==> config.mk <==
export PLATFORM = sky130hd
export DESIGN_NAME = fp_result_byte_sequencer_flat
export DESIGN_NICKNAME = d
export VERILOG_FILES = /design/src/rtl/fp_result_byte_sequencer_if.sv /design/src/rtl/fp_result_byte_sequencer.sv /design/src/flat_wrapper.sv
export SDC_FILE = /design/constraint.sdc
export NUM_CORES = 1
export LEC_CHECK = 0
export ABC_AREA = 1
export CORE_MARGIN = 8
export CORE_UTILIZATION = 58
export DETAILED_ROUTE_END_ITERATION = 12
export PLACE_DENSITY_LB_ADDON = 0.25
export SETUP_SLACK_MARGIN = 0.3
export SLEW_MARGIN = 20
export SYNTH_ARGS = -nofsm -noshare
export SYNTH_HDL_FRONTEND = slang
export SYNTH_SLANG_ARGS = --single-unit
==> constraint.sdc <==
create_clock -name clk -period 2.5 [get_ports clk]
set_clock_uncertainty 0.1 [all_clocks]
set_input_delay 0.25 -clock clk [delete_from_list [all_inputs] [get_ports clk]]
set_output_delay 0.25 -clock clk [all_outputs]
set_load 0.005 [all_outputs]
==> src/rtl/fp_result_byte_sequencer_if.sv <==
// Bus between the FPU result source / push-button and the byte sequencer.
// The sequencer takes the slave side; whoever drives the result word and button takes master.
interface fp_result_byte_sequencer_if;
    logic        result_valid;
    logic [31:0] result;
    logic        next_btn;
    logic [7:0]  char;
    logic [1:0]  byte_idx;
    logic        loaded;

    modport master (output result_valid, result, next_btn, input char, byte_idx, loaded);
    modport slave  (input result_valid, result, next_btn, output char, byte_idx, loaded);
endinterface

==> src/rtl/fp_result_byte_sequencer.sv <==
// Captures a 32-bit FPU result and steps it out MSB-byte first on a debounced button press.
// Define FP_SEQ_AUTO_SCROLL_EN to also advance automatically after DWELL_CYCLES per byte.
module fp_result_byte_sequencer #(
    parameter int DEB_CYCLES   = 1_000_000,
    parameter int DWELL_CYCLES = 50_000_000
) (
    input logic                       clk,
    input logic                       rst,
    fp_result_byte_sequencer_if.slave bus
);
    localparam int DEB_W = (DEB_CYCLES > 1) ? $clog2(DEB_CYCLES) : 1;
    localparam logic [DEB_W-1:0] DEB_LAST = DEB_W'(DEB_CYCLES - 1);

    typedef enum logic {EMPTY, SHOW} state_t;

    state_t            state;
    logic [31:0]       held;
    logic [1:0]        idx;
    logic [7:0]        char_q;
    logic              loaded_q;
    logic              sync0;
    logic              sync1;
    logic              btn_level;
    logic [DEB_W-1:0]  deb_cnt;
    logic              press;
    logic              advance;
    logic [1:0]        next_idx;

    function automatic logic [7:0] pick_byte(input logic [31:0] word, input logic [1:0] sel);
        logic [7:0] b;
        case (sel)
            2'd3:    b = word[31:24];
            2'd2:    b = word[23:16];
            2'd1:    b = word[15:8];
            default: b = word[7:0];
        endcase
        return b;
    endfunction

    // A level change is accepted only after DEB_CYCLES consecutive differing samples;
    // press fires once, on the accepted rising level.
    always_ff @(posedge clk) begin
        if (rst) begin
            sync0     <= 1'b0;
            sync1     <= 1'b0;
            btn_level <= 1'b0;
            deb_cnt   <= '0;
            press     <= 1'b0;
        end else begin
            sync0 <= bus.next_btn;
            sync1 <= sync0;
            press <= 1'b0;
            if (sync1 == btn_level) begin
                deb_cnt <= '0;
            end else if (deb_cnt == DEB_LAST) begin
                deb_cnt   <= '0;
                btn_level <= ~btn_level;
                press     <= ~btn_level;
            end else begin
                deb_cnt <= deb_cnt + DEB_W'(1);
            end
        end
    end

`ifdef FP_SEQ_AUTO_SCROLL_EN
    localparam int DWELL_W = (DWELL_CYCLES > 1) ? $clog2(DWELL_CYCLES) : 1;
    localparam logic [DWELL_W-1:0] DWELL_LAST = DWELL_W'(DWELL_CYCLES - 1);

    logic [DWELL_W-1:0] dwell_cnt;
    logic               dwell_tc;

    assign dwell_tc = (state == SHOW) && (dwell_cnt == DWELL_LAST);
    assign advance  = press || dwell_tc;

    // Dwell restarts on every capture and every advance, whichever source caused it.
    always_ff @(posedge clk) begin
        if (rst) begin
            dwell_cnt <= '0;
        end else if (bus.result_valid || state != SHOW || advance) begin
            dwell_cnt <= '0;
        end else begin
            dwell_cnt <= dwell_cnt + DWELL_W'(1);
        end
    end
`else
    assign advance = press;

    // Nothing is built from DWELL_CYCLES here; it stays so both builds share one instantiation.
    if (DWELL_CYCLES < 1) begin : g_dwell_unused
    end
`endif

    assign next_idx = idx - 2'd1;

    always_ff @(posedge clk) begin
        if (rst) begin
            state    <= EMPTY;
            held     <= '0;
            idx      <= 2'd3;
            char_q   <= 8'h00;
            loaded_q <= 1'b0;
        end else begin
            case (state)
                EMPTY: begin
                    if (bus.result_valid) begin
                        state    <= SHOW;
                        held     <= bus.result;
                        idx      <= 2'd3;
                        char_q   <= bus.result[31:24];
                        loaded_q <= 1'b1;
                    end
                end
                SHOW: begin
                    // A new result wins over an advance landing on the same edge.
                    if (bus.result_valid) begin
                        held   <= bus.result;
                        idx    <= 2'd3;
                        char_q <= bus.result[31:24];
                    end else if (advance) begin
                        idx    <= next_idx;
                        char_q <= pick_byte(held, next_idx);
                    end
                end
                default: state <= EMPTY;
            endcase
        end
    end

    assign bus.char     = char_q;
    assign bus.byte_idx = idx;
    assign bus.loaded   = loaded_q;
endmodule

==> src/flat_wrapper.sv <==
// flat-port wrapper written by rule: the top's interface ports become plain ports
module fp_result_byte_sequencer_flat 
#(
    parameter int DEB_CYCLES   = 1_000_000,
    parameter int DWELL_CYCLES = 50_000_000
)
  (clk, rst, bus_result_valid, bus_result, bus_next_btn, bus_char, bus_byte_idx, bus_loaded);
  fp_result_byte_sequencer_if bus_i ();
  input logic clk;
  input logic rst;
  input wire logic [$bits(bus_i.result_valid)-1:0] bus_result_valid;
  input wire logic [$bits(bus_i.result)-1:0] bus_result;
  input wire logic [$bits(bus_i.next_btn)-1:0] bus_next_btn;
  output wire logic [$bits(bus_i.char)-1:0] bus_char;
  output wire logic [$bits(bus_i.byte_idx)-1:0] bus_byte_idx;
  output wire logic [$bits(bus_i.loaded)-1:0] bus_loaded;
  assign bus_i.result_valid = bus_result_valid;
  assign bus_i.result = bus_result;
  assign bus_i.next_btn = bus_next_btn;
  assign bus_char = bus_i.char;
  assign bus_byte_idx = bus_i.byte_idx;
  assign bus_loaded = bus_i.loaded;
  fp_result_byte_sequencer #(.DEB_CYCLES(DEB_CYCLES), .DWELL_CYCLES(DWELL_CYCLES)) u_core (.clk(clk), .rst(rst), .bus(bus_i));
endmodule
### Word level (Yosys, flattened, before mapping)

Index checks and enable logic that the tools add are counted.

| cells by class | value |
|---|---|
| eq/ne operators | 7 |
| $add $sub $neg | 2 |
| muxes and demuxes | 12 |
| reductions and logical operators | 5 |
| bitwise operators | 4 |

Operators by type and width:

| kind | count |
|---|---|
| $mux W32 | 1 |
| $mux W8 | 3 |
| $pmux W8 S3 | 1 |
| $add A20 B1 Y20 const B | 1 |
| $eq A20 B20 Y1 const B | 1 |
| $pmux W8 S2 | 1 |
| $mux W2 | 3 |
| $reduce_and A2 Y1 | 3 |
| $reduce_or A3 Y1 | 2 |
| $eq A2 B2 Y1 const B | 2 |
| $not A1 Y1 | 4 |
| $pmux W2 S2 | 1 |
| $ne A3 B3 Y1 const B | 1 |
| $eq A2 B1 Y1 const B | 1 |
| $mux W1 | 2 |
| $ne A2 B2 Y1 const B | 1 |
| $sub A2 B1 Y2 const B | 1 |
| $eq A1 B1 Y1 | 1 |

| storage, ports and cells | value |
|---|---|
| logic and storage cells | 40 |
| bits of input ports | 36 |
| register bits after elaboration | 68 |
| output and inout port bits | 11 |

### Depth between registers and ports, before layout

Gate-level depths: netlist of run 1.

| logic depth | value |
|---|---|
| word-level depth | 6 |
| mapped depth | 8 |
| depth with buffers taken out | 8 |

### Worst setup path after synthesis of run 1

No wires, ideal clock.

| path | value |
|---|---|
| path kind | register to register |
| start point | reg u_core.deb_cnt[0] |
| end point | reg u_core.deb_cnt[16] |
| data required time | 2.285 ns |
| path buffers | 1 |
| data arrival time | 1.310 ns |
| setup time | 0.115 ns |
| stages on the path, launching flop included | 8 |
| path slack | 0.975 ns |
| period minus slack after synthesis | 1.525 ns |
| cell sequence | dfxtp_1 > ha_1 > nand3_4 > nor3_4 > nand3_2 > nand2_2 > buf_6 > nor2_2 |

| between the ends | value |
|---|---|
| word-level cells in the longest chain between the ends | 2 |
| elaborated cells on any way between the ends | 3 |
| those cells by class | 1 x add/sub; 1 x eq/ne; 1 x reduce/logical |

Ends and longest elaborated chain:

| item | RTL line | source |
|---|---|---|
| from (decl) | fp_result_byte_sequencer.sv:24 | `logic [DEB_W-1:0] deb_cnt;` |
| from (signal assigned) | fp_result_byte_sequencer.sv:60 | `deb_cnt <= deb_cnt + DEB_W'(1);` |
| branches (longest 2 deep; another with $add A20 B1 Y20) | n/a |  |

Parallel ways; which one is timed is not known.
A chain may end at the register's enable or synchronous reset.

### Worst setup path after layout of run 1

Same ends and word-level chain as after synthesis.

==> reports/results.md, run 1 <==
| Parameter | Reported |
|---|---|
| Leak Pwr | 1.40 nW |
| Ys flop type | dfxtp_1 |
| Library cell with the highest instance count after synthesis | nor2_1 |
| Hpwl dp | 5230 µm |
| Filler Cell Count | 431 |
| Max capacitance violation total | 0 |
| Initial core utilization | 60.1% |
| Overall track demand over capacity in global routing | 20.5% |
| Final-report setup violation count | 0 |
| Proportion of layout cells with a drive suffix above 1 | 14.9% |
| Total Routed Length | 7400 µm |
| Share of the synthesized area in the top cell type | 44.3% |
| Post-CTS setup buffer count | 0 |
| Slowest CP cell | nand2_2 |
| Actual slew at the worst max-slew pin | 0.613 ns |
| Average cell area after synthesis | 7.55 µm² |
| Final ANT Viol Nets | 0 |
| Number of remaining DRC errors | 0 |
| Data required time of the worst path | 2.61 ns |
| Net total in the final layout | 491 |
| Cell types with the largest area share after synthesis | dfxtp_1 44%, nor2_1 11%, nand2_1 8.6%, o21ai_0 5.1%, nor2_2 4.1% |
| Final Cell Area | 3770 µm² |
| Logic depth of the worst register-to-register path | 6 |
| Number of antenna diodes | 0 |
| CTS hold repair buffers | 0 |
| Warnings from Yosys | 0 |
| Synth top cells by count | 90 x nor2_1, 70 x nand2_1, 68 x dfxtp_1, 31 x o21ai_0, 22 x a21oi_1 |
| Worst supply voltage drop on vdd | 0.000404 V |
| Post-synthesis cell type with the largest combined area | dfxtp_1 |
| PwrDens | 611 nW/µm² |
| Area of the die | 7880 µm² |
| Clock period minus final worst setup slack | 1.93 ns |
| Class of the most critical setup path | reg2reg |
| Maximum clock path buffer count | 2 |
| Levels on crit path | 6 |
| CP Capture Type | flop |
| First drt pass iteration count | 4 |
| Drt wl/cell | 14.1 µm |
| Unrepaired setup endpoints after global routing | no |
| Clock buffers created by TritonCTS | 9 |
| Deepest level of the CTS H-tree | 3 |
| Net count after synthesis | 448 |
| Kind of path behind the tightest hold check | reg2reg |
| Number of max-slew violations in the final report | 0 |
| Post-synth design cell area | 3070 µm² |
| Number of hold violations in the final report | 0 |
| Multi-input gate area in the final layout | 1540 µm² |
| Clock-pin slew reported for the worst setup and hold paths after clock tree synthesis | 0.07 ns |
| Fraction of the yosys area taken by sequential cells | 44.3% |
| Core Footprint | 5110 µm² |
| Row count | 26 |
| Wire length of the first global-routing pass | 12,400 µm |
| CTS tree | yes |
| Max incr delay on CP | 0.48 ns |
| Post-route clock period utilization | 77.3% |
| Worst-skew pair later-pin latency | 0.34 ns |
| Category of the worst setup path launch point | flop |
| Maximum clock rate | 518 MHz |
| Sequential cell area in the final layout | 1360 µm² |
| WHS Path Cells | 2 |
| Status | complete, no violations |
| Post-synthesis instance total | 407 |
| Number of global-route vias before repair | 2,788 |
| Data arrival at the endpoint of the critical path | 2.04 ns |
| Relative max-transition margin | 59.1% |
| WP buf/inv | 0 |
| Number of antenna violations at the first check in global routing | 0 |
| Pin count of the biggest net entering global routing | 37 |
| Number of gates resized after cts | 0 |
| Starting DRC count in detailed routing | 122 |
| Clock tree root driver cell | clkbuf_8 |
| Overall via count from detail_route | 2,768 |
| Post-route setup TNS | 0 ns |
| Ports | 47 |
| Count of buffers from port buffering | 46 |
| Critical-path maximum fanout | 20 |
| Num Clock Sinks | 68 |
| Number of unique standard cell types used by synthesis | 32 |
| Remaining global-route overflow | 0 |
| Overall die height | 88.8 µm |
| Critical path's top delay family | simple AND/OR/NAND/NOR gates |
| Vias/cell | 5.27 |
| Number of enable-type register cells in the synthesized netlist | 0 |
| Asr flop ratio synth | 0% |
| Cells traversed along the worst timing path | ha_1, nand3_4, nor3_4, nand3_2, nand2_2, nor2_2 |
| Overall die width | 88.8 µm |
| Layout area overhead | 22.7% |
| Number of register bits inferred by synthesis | 68 |
| Placer congestion estimate | 0.867 |
| Standard cell area after detailed placement | 3560 µm² |
state kept, by name, indices dropped and copies added, names as in the netlist:
| name | cells |
|---|---|
| u_core.btn_level | 1 |
| u_core.deb_cnt | 20 |
| u_core.held | 32 |
| u_core.bus.byte_idx | 2 |
| u_core.bus.loaded | 1 |
| u_core.bus.char | 8 |
| u_core.sync1 | 1 |
| u_core.sync0 | 1 |
| u_core.state | 1 |
| u_core.advance | 1 |
layer usage:
layer	vias to the layer above	track usage (%)	wire length [µm]
met4	0	10.3	157
met3	18	6.50	435
met5	-	0	0
met2	72	37.5	3860
li1	1394	-	-
met1	1284	20.1	2940
cell type report:
cell class                 count  area share [%]
clock buffer                  13            4.48
timing repair buffer          49            12.8
multi-input combinational    299            40.8
clock inverter                 3            1.16
tap                           70            2.32
inverter                      23            2.29
sequential                    68            36.1
through the flow:
| stage | power, W | setup slack, ns | utilization [%] | hold WS (ns) | instances |
|---|---|---|---|---|---|
| 6_report | 0.00230 | 0.568 | 73.8 | 0.307 | 525 |
| 5_1_grt | 0.00240 | 0.392 | 73.8 | 0.320 | 525 |
| 4_1_cts | 0.00233 | 0.528 | 73.8 | 0.298 | 525 |
| 3_5_place_dp | 0.00139 | 0.534 | 69.6 | 0.298 | 509 |
| 3_3_place_gp | 0.00138 | 0.594 | 69.6 | 0.290 | 509 |
| 2_1_floorplan | 0.00128 | 0.975 | - | 0.257 | 407 |
worst paths after layout:
kind                                   startpoint                  to  slack (ns)
worst max-delay path            u_core.deb_cnt[0]  u_core.deb_cnt[16]        0.57
worst min-delay path                 u_core.sync0        u_core.sync1        0.31
worst max register to register  u_core.deb_cnt[0]  u_core.deb_cnt[16]        0.57
worst min register to register       u_core.sync0        u_core.sync1        0.31
where the power goes:
part	internal (W)	switching [W]
logic	0.000110	0.0000916
registers	0.00113	0.0000292
clock network	0.000543	0.000398
total	0.00179	0.000519
worst register-to-register path, delay by kind of cell, from the launching register on:
family | cells | cell delay [ns]
DFF | 1 | 0.43
adders and majority gates | 1 | 0.32
and+or+nand+nor | 5 | 0.97
cells by family after synthesis:
| kind of cell | share of synthesized area, % |
|---|---|
| simple gates | 30.2 |
| compound gates | 15.0 |
| flops | 44.3 |
| buf+inv | 5.58 |
| xor+xnor | 2.85 |
| fa+ha+maj | 2.04 |
cell usage in the layout, fill, tap and decap left out, drive strengths merged, types with 10 or more instances in the layout:
cell and n:
nand3 10, clkdlybuf4s50 46, nand2 75, o21ai 32, dfxtp 68, nor2 111, inv 23, a21oi 28
clkbuf 13
Power figures use the tool's default switching activity.
==> run 2, diff against run 1 <==
CORE_UTILIZATION = 48   (was 58)
clock period = 1.6 ns   (was 2.5 ns; I/O delays follow)
==> run 2 against run 1 <==
Against the previous run:
- setup slack worse by 0.46 ns
- combinational power up 81%
- final cell count up 4.8%
- register-to-register slack worse by 0.46 ns
- global-route usage down 2.9 points
- critical path type unchanged
- largest power group unchanged
==> reports/results.md, run 2 (synthesized netlist as in run 1, its figures left out) <==
| Parameter | Reported | Change |
|---|---|---|
| Status | complete, no violations |  |
| Unrepaired setup endpoints after global routing | yes |  |
| Global-route met2 utilization | 26.9% | -11 points |
| Max incr delay on CP | 0.35 ns | -0.13 ns |
| Worst hold slack | 0.234 ns | -0.0737 ns |
| Endpoint with the worst hold slack | u_core.sync0 |  |
| Overall track demand over capacity in global routing | 17.6% | -2.9 points |
| Row count | 29 | +12% |
| Number of antenna diodes | 0 | unchanged |
| Class of the most critical setup path | reg2reg |  |
| Critical R2R Capture | u_core.deb_cnt[16] |  |
| Total Routed Length | 8190 µm | +11% |
| Kind of path behind the tightest hold check | in2reg |  |
| WHS Path Cells | 3 | +1 |
| Relative max-transition margin | 78.7% | +20 points |
| Clock buffers created by TritonCTS | 9 | unchanged |
| Actual slew at the worst max-slew pin | 0.319 ns | -0.294 ns |
| Worst-skew pair later-pin latency | 0.34 ns | about the same |
| CTS hold repair buffers | 0 | unchanged |
| Vias/cell | 5.19 | -1.6% |
| Number of flip-flops under the largest register name | 32 | unchanged |
| Area of the die | 9220 µm² | +17% |
| Launching point of the worst reg2reg path | u_core.deb_cnt[1] |  |
| Maximum clock path buffer count | 2 | unchanged |
| Final-report setup violation count | 0 | unchanged |
| Number of antenna violations at the first check in global routing | 0 | unchanged |
| Starting DRC count in detailed routing | 159 | +30% |
| Most common cell after layout, fill and taps aside | nor2_1 |  |
| Core Footprint | 6280 µm² | +23% |
| Final core utilization | 66.8% | -7.0 points |
| Worst supply voltage drop on vdd | 0.000597 V | +48% |
| CTS tree | yes |  |
| Sequential cell area in the final layout | 1380 µm² | +1.5% |
| Highest-count cells in the layout ignoring fill and taps | 85 x nor2_1, 60 x nand2_1, 58 x dfxtp_1 |  |
| Logic depth of the worst register-to-register path | 8 | +2 |
| First drt pass iteration count | 4 | unchanged |
| Layout area overhead | 36.5% |  |
| Num Clock Sinks | 68 | unchanged |
| Met3 capacity usage during global routing | 5.30% | -1.2 points |
| Category of the worst setup path launch point | flop |  |
| Post-route clock period utilization | 93.3% | +16 points |
| Overall die height | 96.0 µm | +8.1% |
| Overall die width | 96.0 µm | +8.1% |
| CP Capture Type | flop |  |
| Clock-pin slew reported for the worst setup and hold paths after clock tree synthesis | 0.07 ns | about the same |
| Startpoint of the lowest-slack hold path | bus_next_btn |  |
| Initial core utilization | 48.9% | -11 points |
| PwrDens | 800 nW/µm² | +31% |
| Leak Pwr | 1.55 nW | +11% |
| Cells traversed along the worst timing path | ha_4, nand3_4, buf_4, inv_1, nand2_2, nor2_2, xnor2_1, nor2_2 |  |
| Met1 Resource Use GR | 22.3% | +2.2 points |
| Total power consumption of the routed design | 0.00335 W | +46% |
| Number of remaining DRC errors | 0 | unchanged |
| Ports | 47 | unchanged |
| Slowest CP cell | dfxtp_2 |  |
| Dominant cell type by count on the critical path | nor2_2 |  |
| Hpwl dp | 5370 µm | +2.5% |
| Placed Instances | 519 | +2.0% |
| Remaining global-route overflow | 0 | unchanged |
| Net total in the final layout | 510 | +3.9% |
| Wire length of the first global-routing pass | 12,700 µm | +2.6% |
| Final non-filler cell total | 550 | +4.8% |
| Max capacitance violation total | 0 | unchanged |
| Multi-input gate area in the final layout | 1730 µm² | +12% |
| Filler Cell Count | 540 | +25% |
| Pin count of the biggest net entering global routing | 34 | -8.1% |
| Maximum clock rate | 670 MHz | +29% |
| Final ANT Viol Nets | 0 | unchanged |
| Data arrival at the endpoint of the critical path | 1.62 ns | -0.42 ns |
| Proportion of layout cells with a drive suffix above 1 | 27.1% | +12 points |
| GR peak layer | met2 |  |
| Count of buffers from port buffering | 46 | unchanged |
| Deepest level of the CTS H-tree | 3 | unchanged |
| Clock tree root driver cell | clkbuf_8 |  |
| Clock period minus final worst setup slack | 1.49 ns | -0.439 ns |
| Most flop-heavy register | u_core.held |  |
| Drt wl/cell | 14.9 µm | +5.7% |
| Critical-path maximum fanout | 3 | -85% |
| Placer congestion estimate | 0.828 | -4.5% |
| Number of global-route vias before repair | 2,702 | -3.1% |
| Data required time of the worst path | 1.73 ns | -0.88 ns |
| Overall via count from detail_route | 2,852 | +3.0% |
| Register-to-register path setup slack | 0.11 ns | -0.46 ns |
| Number of hold violations in the final report | 0 | unchanged |
| Number of max-slew violations in the final report | 0 | unchanged |
run 2: cell count changes in the layout (fill, tap and decap cells not counted), moves of 7 or more:
cell             before  now
a21oi_1              22   15
a21oi_2               6   13
buf_4                 3   14
clkdlybuf4s50_1      46   35
dfxtp_1              68   58
dfxtp_2               0    7
dlygate4sd2_1         0   10
nand2_1              70   60
nand2_2               5   14
run 2: how the worst max path moves through the flow:
stage	slack [ns]	depth (start not counted)	from	end
4_1_cts	0.09	8	u_core.deb_cnt[0]	u_core.deb_cnt[8]
5_1_grt	0.06	8	u_core.deb_cnt[1]	u_core.deb_cnt[16]
3_3_place_gp	-0.12	5	bus_result_valid	u_core.bus.char[4]
3_5_place_dp	-0.19	5	bus_result_valid	u_core.bus.char[3]
6_report	0.11	8	u_core.deb_cnt[1]	u_core.deb_cnt[16]
2_1_floorplan	0.27	7	u_core.deb_cnt[0]	u_core.deb_cnt[10]
run 2: repair_timing:
item                                    CTS  global route
endpoints found under the setup margin   41            45
resized for setup                        24            43
pin swaps                                 3            23
buffers inserted                          8             5
gates cloned                              2             1
run 2: area by class of cell:
| class | instances | share of cell area (%) |
|---|---|---|
| clock buffers | 10 | 3.04 |
| clock inverters | 5 | 0.687 |
| inverters | 23 | 2.42 |
| multi-input cells | 299 | 41.3 |
| flip-flops and latches | 68 | 33.0 |
| well taps | 77 | 2.30 |
| repair buffers | 68 | 17.3 |
run 2: per-layer routing:
layer / wire length (µm) / up-vias
li1: - / 1428
met1: 3570 / 1326
met2: 3860 / 86
met3: 623 / 12
met4: 140 / 0
met5: 0 / -
run 2: critical path: cells and delay by family (launching register included):
| family | cells | cell delay (ns) |
|---|---|---|
| flip-flops | 1 | 0.35 |
| XOR/XNOR | 1 | 0.16 |
| AND/OR/NAND/NOR | 4 | 0.38 |
| buffers and inverters | 2 | 0.24 |
| adder cells (fa/ha/maj) | 1 | 0.15 |
run 2: power breakdown:
part           internal, W  total [W]  switching [W]  leakage [nW]
clock             0.000546    0.00118       0.000630        0.0822
combinational     0.000201   0.000365       0.000164         0.902
sequential         0.00177    0.00181      0.0000470         0.564
total              0.00251    0.00335       0.000841          1.55
run 2: per-stage QoR:
stage,setup TNS (ns),setup WS [ns],area (µm²)
finish,0,0.108,4190
global route,0,0.0627,4190
CTS,0,0.0944,3950
detailed placement,-1.51,-0.189,3630
global placement,-0.993,-0.120,3630
floorplan,0,0.265,3120
==> RTL change, RTL diff (config.mk and constraints of run 1) <==
The option `FP_SEQ_AUTO_SCROLL_EN` is turned on by a define.
--- a/src/rtl/fp_result_byte_sequencer.sv
+++ b/src/rtl/fp_result_byte_sequencer.sv
@@ -1,4 +1,6 @@
 // Captures a 32-bit FPU result and steps it out MSB-byte first on a debounced button press.
 // Define FP_SEQ_AUTO_SCROLL_EN to also advance automatically after DWELL_CYCLES per byte.
+`define FP_SEQ_AUTO_SCROLL_EN
+
 module fp_result_byte_sequencer #(
     parameter int DEB_CYCLES   = 1_000_000,
Formal check against the unedited RTL: no difference found for any inputs over 10 cycles, from zero or initial values and one cycle with rst high; that may be too few to reach the edited logic, so the function may still have changed.
==> RTL change against run 1 <==
- sequential cell count up 26
- clock power up 6.0%
- design area up 37%
- maximum frequency down 0.53%
- synthesized area up 46%
- power up 24%
- non-clock buffer count up 1
- worst setup slack worse by 0.010 ns
- wire length up 34%
- largest power group unchanged
- highest routed layer unchanged
==> RTL change: results (changes against run 1) <==
Outcome
  – Status: finished, final reports clean

Finish
  – Diode count: 0 (unchanged)
  – Biggest regs: u_core.held x32, u_core.dwell_cnt x26, u_core.deb_cnt x20
  – Share of post-route cells with drive strength above 1: 7.14% (-7.8 points)
  – # fillers: 668 (+55%)
  – Fin nets: 723 (+47%)

Pwr
  – Leakage Power: 0.00193 µW (+38%)
  – VDD IR max: 0.000364 V (-10%)

Clock network
  – Clock root cell: clkbuf_8
  – CTS H-tree depth: 3 (unchanged)
  – Clock slew at reported path FFs: about 0.080 ns
  – Longest Clk Path Bufs: 2 (unchanged)

Min path
  – Min-delay worst type: reg -> reg

Global route
  – GRT Util Overall: 18.2% (-2.3 points)
  – Total global routing overflow: 0 (unchanged)
  – Pin count of the biggest net entering global routing: 43 (+16%)
  – Vias in the first global route: 3,806 (+37%)
  – First-pass GRT wire length: 16,800 µm (+36%)

Worst setup path
  – Arrival @ worst endpoint: 2.10 ns (+0.06 ns)
  – Critical-path maximum fanout: 26 (+30%)
  – CP max-delay cell: nand4_2

Detailed routing
  – Final wirelength: 9890 µm (+34%)
  – First DRT Iteration DRCs: 214 (+75%)
  – Via density: 5.24 (-0.64%)
  – Drt pass-1 iters: 5 (+1)

Yosys
  – Top cells by area, synth: dfxtp_1 42%, nor2_1 13%, nand2_1 12%, nand3_1 3.9%, xor2_1 3.7%
  – Synth Warn #: 0 (unchanged)
  – Post-synth net total: 684 (+53%)
  – Register area share after synthesis: 42.1% (-2.2 points)
  – Fraction of registers with async set/reset: 0% (unchanged)
  – Most common library cells after synthesis: 156 x nor2_1, 137 x nand2_1, 94 x dfxtp_1
  – Library cells used by synthesis: 30 (-6.3%)

Place
  – Dpl hpwl: 7190 µm (+37%)
  – Port Buffers: 46 (unchanged)
  – Routability cong.: 0.949 (+9.4%)

STA
  – Fin. max-slew vios: 0 (unchanged)
  – Slew @ Worst Pin: 0.635 ns (+0.0223 ns)
RTL change: changes by cell type in the layout (fill, tap and decap cells not counted), moves of 8 or more:
| cell | delta |
|---|---|
| a31o_2 | -8 |
| nor2_1 | +65 |
| dfxtp_1 | +26 |
| nor3_1 | +9 |
| o21bai_1 | -8 |
| xor2_1 | +12 |
| xnor2_1 | +8 |
| inv_1 | +24 |
| nor2_2 | -15 |
| nand2_1 | +67 |
| nand4_1 | +8 |
| nand3_1 | +28 |
RTL change: path summary, 6_finish.rpt:
| check | cells after the start | end | startpoint | slack [ns] |
|---|---|---|---|---|
| worst max-delay path | 8 | u_core.dwell_cnt[25]$_SDFF_PP0_ | u_core.dwell_cnt[0]$_SDFF_PP0_ | 0.56 |
| worst min-delay path | 2 | u_core.sync1$_SDFF_PP0_ | u_core.sync0$_SDFF_PP0_ | 0.33 |
| worst max register to register | 8 | u_core.dwell_cnt[25]$_SDFF_PP0_ | u_core.dwell_cnt[0]$_SDFF_PP0_ | 0.56 |
| worst min register to register | 2 | u_core.sync1$_SDFF_PP0_ | u_core.sync0$_SDFF_PP0_ | 0.33 |
RTL change: cell families after synthesis:
group,Yosys count,share of synthesized area [%]
buffers and inverters,70,6.66
and+or+nand+nor,381,36.9
DFF,94,42.1
xor gates and xnor gates,30,5.88
adders and majority gates,6,1.68
AOI/OAI and AO/OA,61,6.83
RTL change: layer usage:
metal	vias up	global-route usage [%]	part of all wire [%]
met5	-	0	0
met1	1880	22.8	46
met4	0	5.89	1.7
met2	137	29.3	46
li1	2093	-	-
met3	18	5.27	6.6
RTL change: layout make-up:
class                           count  area (µm²)  area share, %
Tap cell                          102         128           2.47
Clock inverter                      6        70.1           1.35
Multi-Input combinational cell    478        2290           44.4
Timing Repair Buffer               50         490           9.48
Inverter                           48         180           3.48
Clock buffer                       10         128           2.47
Sequential cell                    94        1880           36.4
RTL change: worst max-delay path: cells and delay by family, from the launching register on:
family / cells / cell delay, ns
DFF: 1 / 0.34
buffers and inverters: 1 / 0.07
and+or+nand+nor: 6 / 1.10
adders and majority gates: 1 / 0.24
RTL change: where the power goes:
part           total, µW  internal (µW)  switching (µW)  leakage [µW]
Clock                997            470             527      0.000101
Combinational        284            135             148       0.00106
Sequential          1580           1550            31.2      0.000769
Total               2860           2160             707       0.00193
RTL change: repair_timing:
action	4_1_cts	5_1_grt
setup endpoints to repair	0	1
hold buffers	0	0
buffers inserted	0	0
gates resized for setup	0	1
RTL change: through the flow:
stage | cell area (µm²) | cells | setup WS [ns]
2_1_floorplan | 4470 | 642 | 0.963
3_3_place_gp | 4970 | 772 | 0.240
3_5_place_dp | 4970 | 772 | 0.176
4_1_cts | 5170 | 788 | 0.505
5_1_grt | 5170 | 788 | 0.387
6_report | 5170 | 788 | 0.558
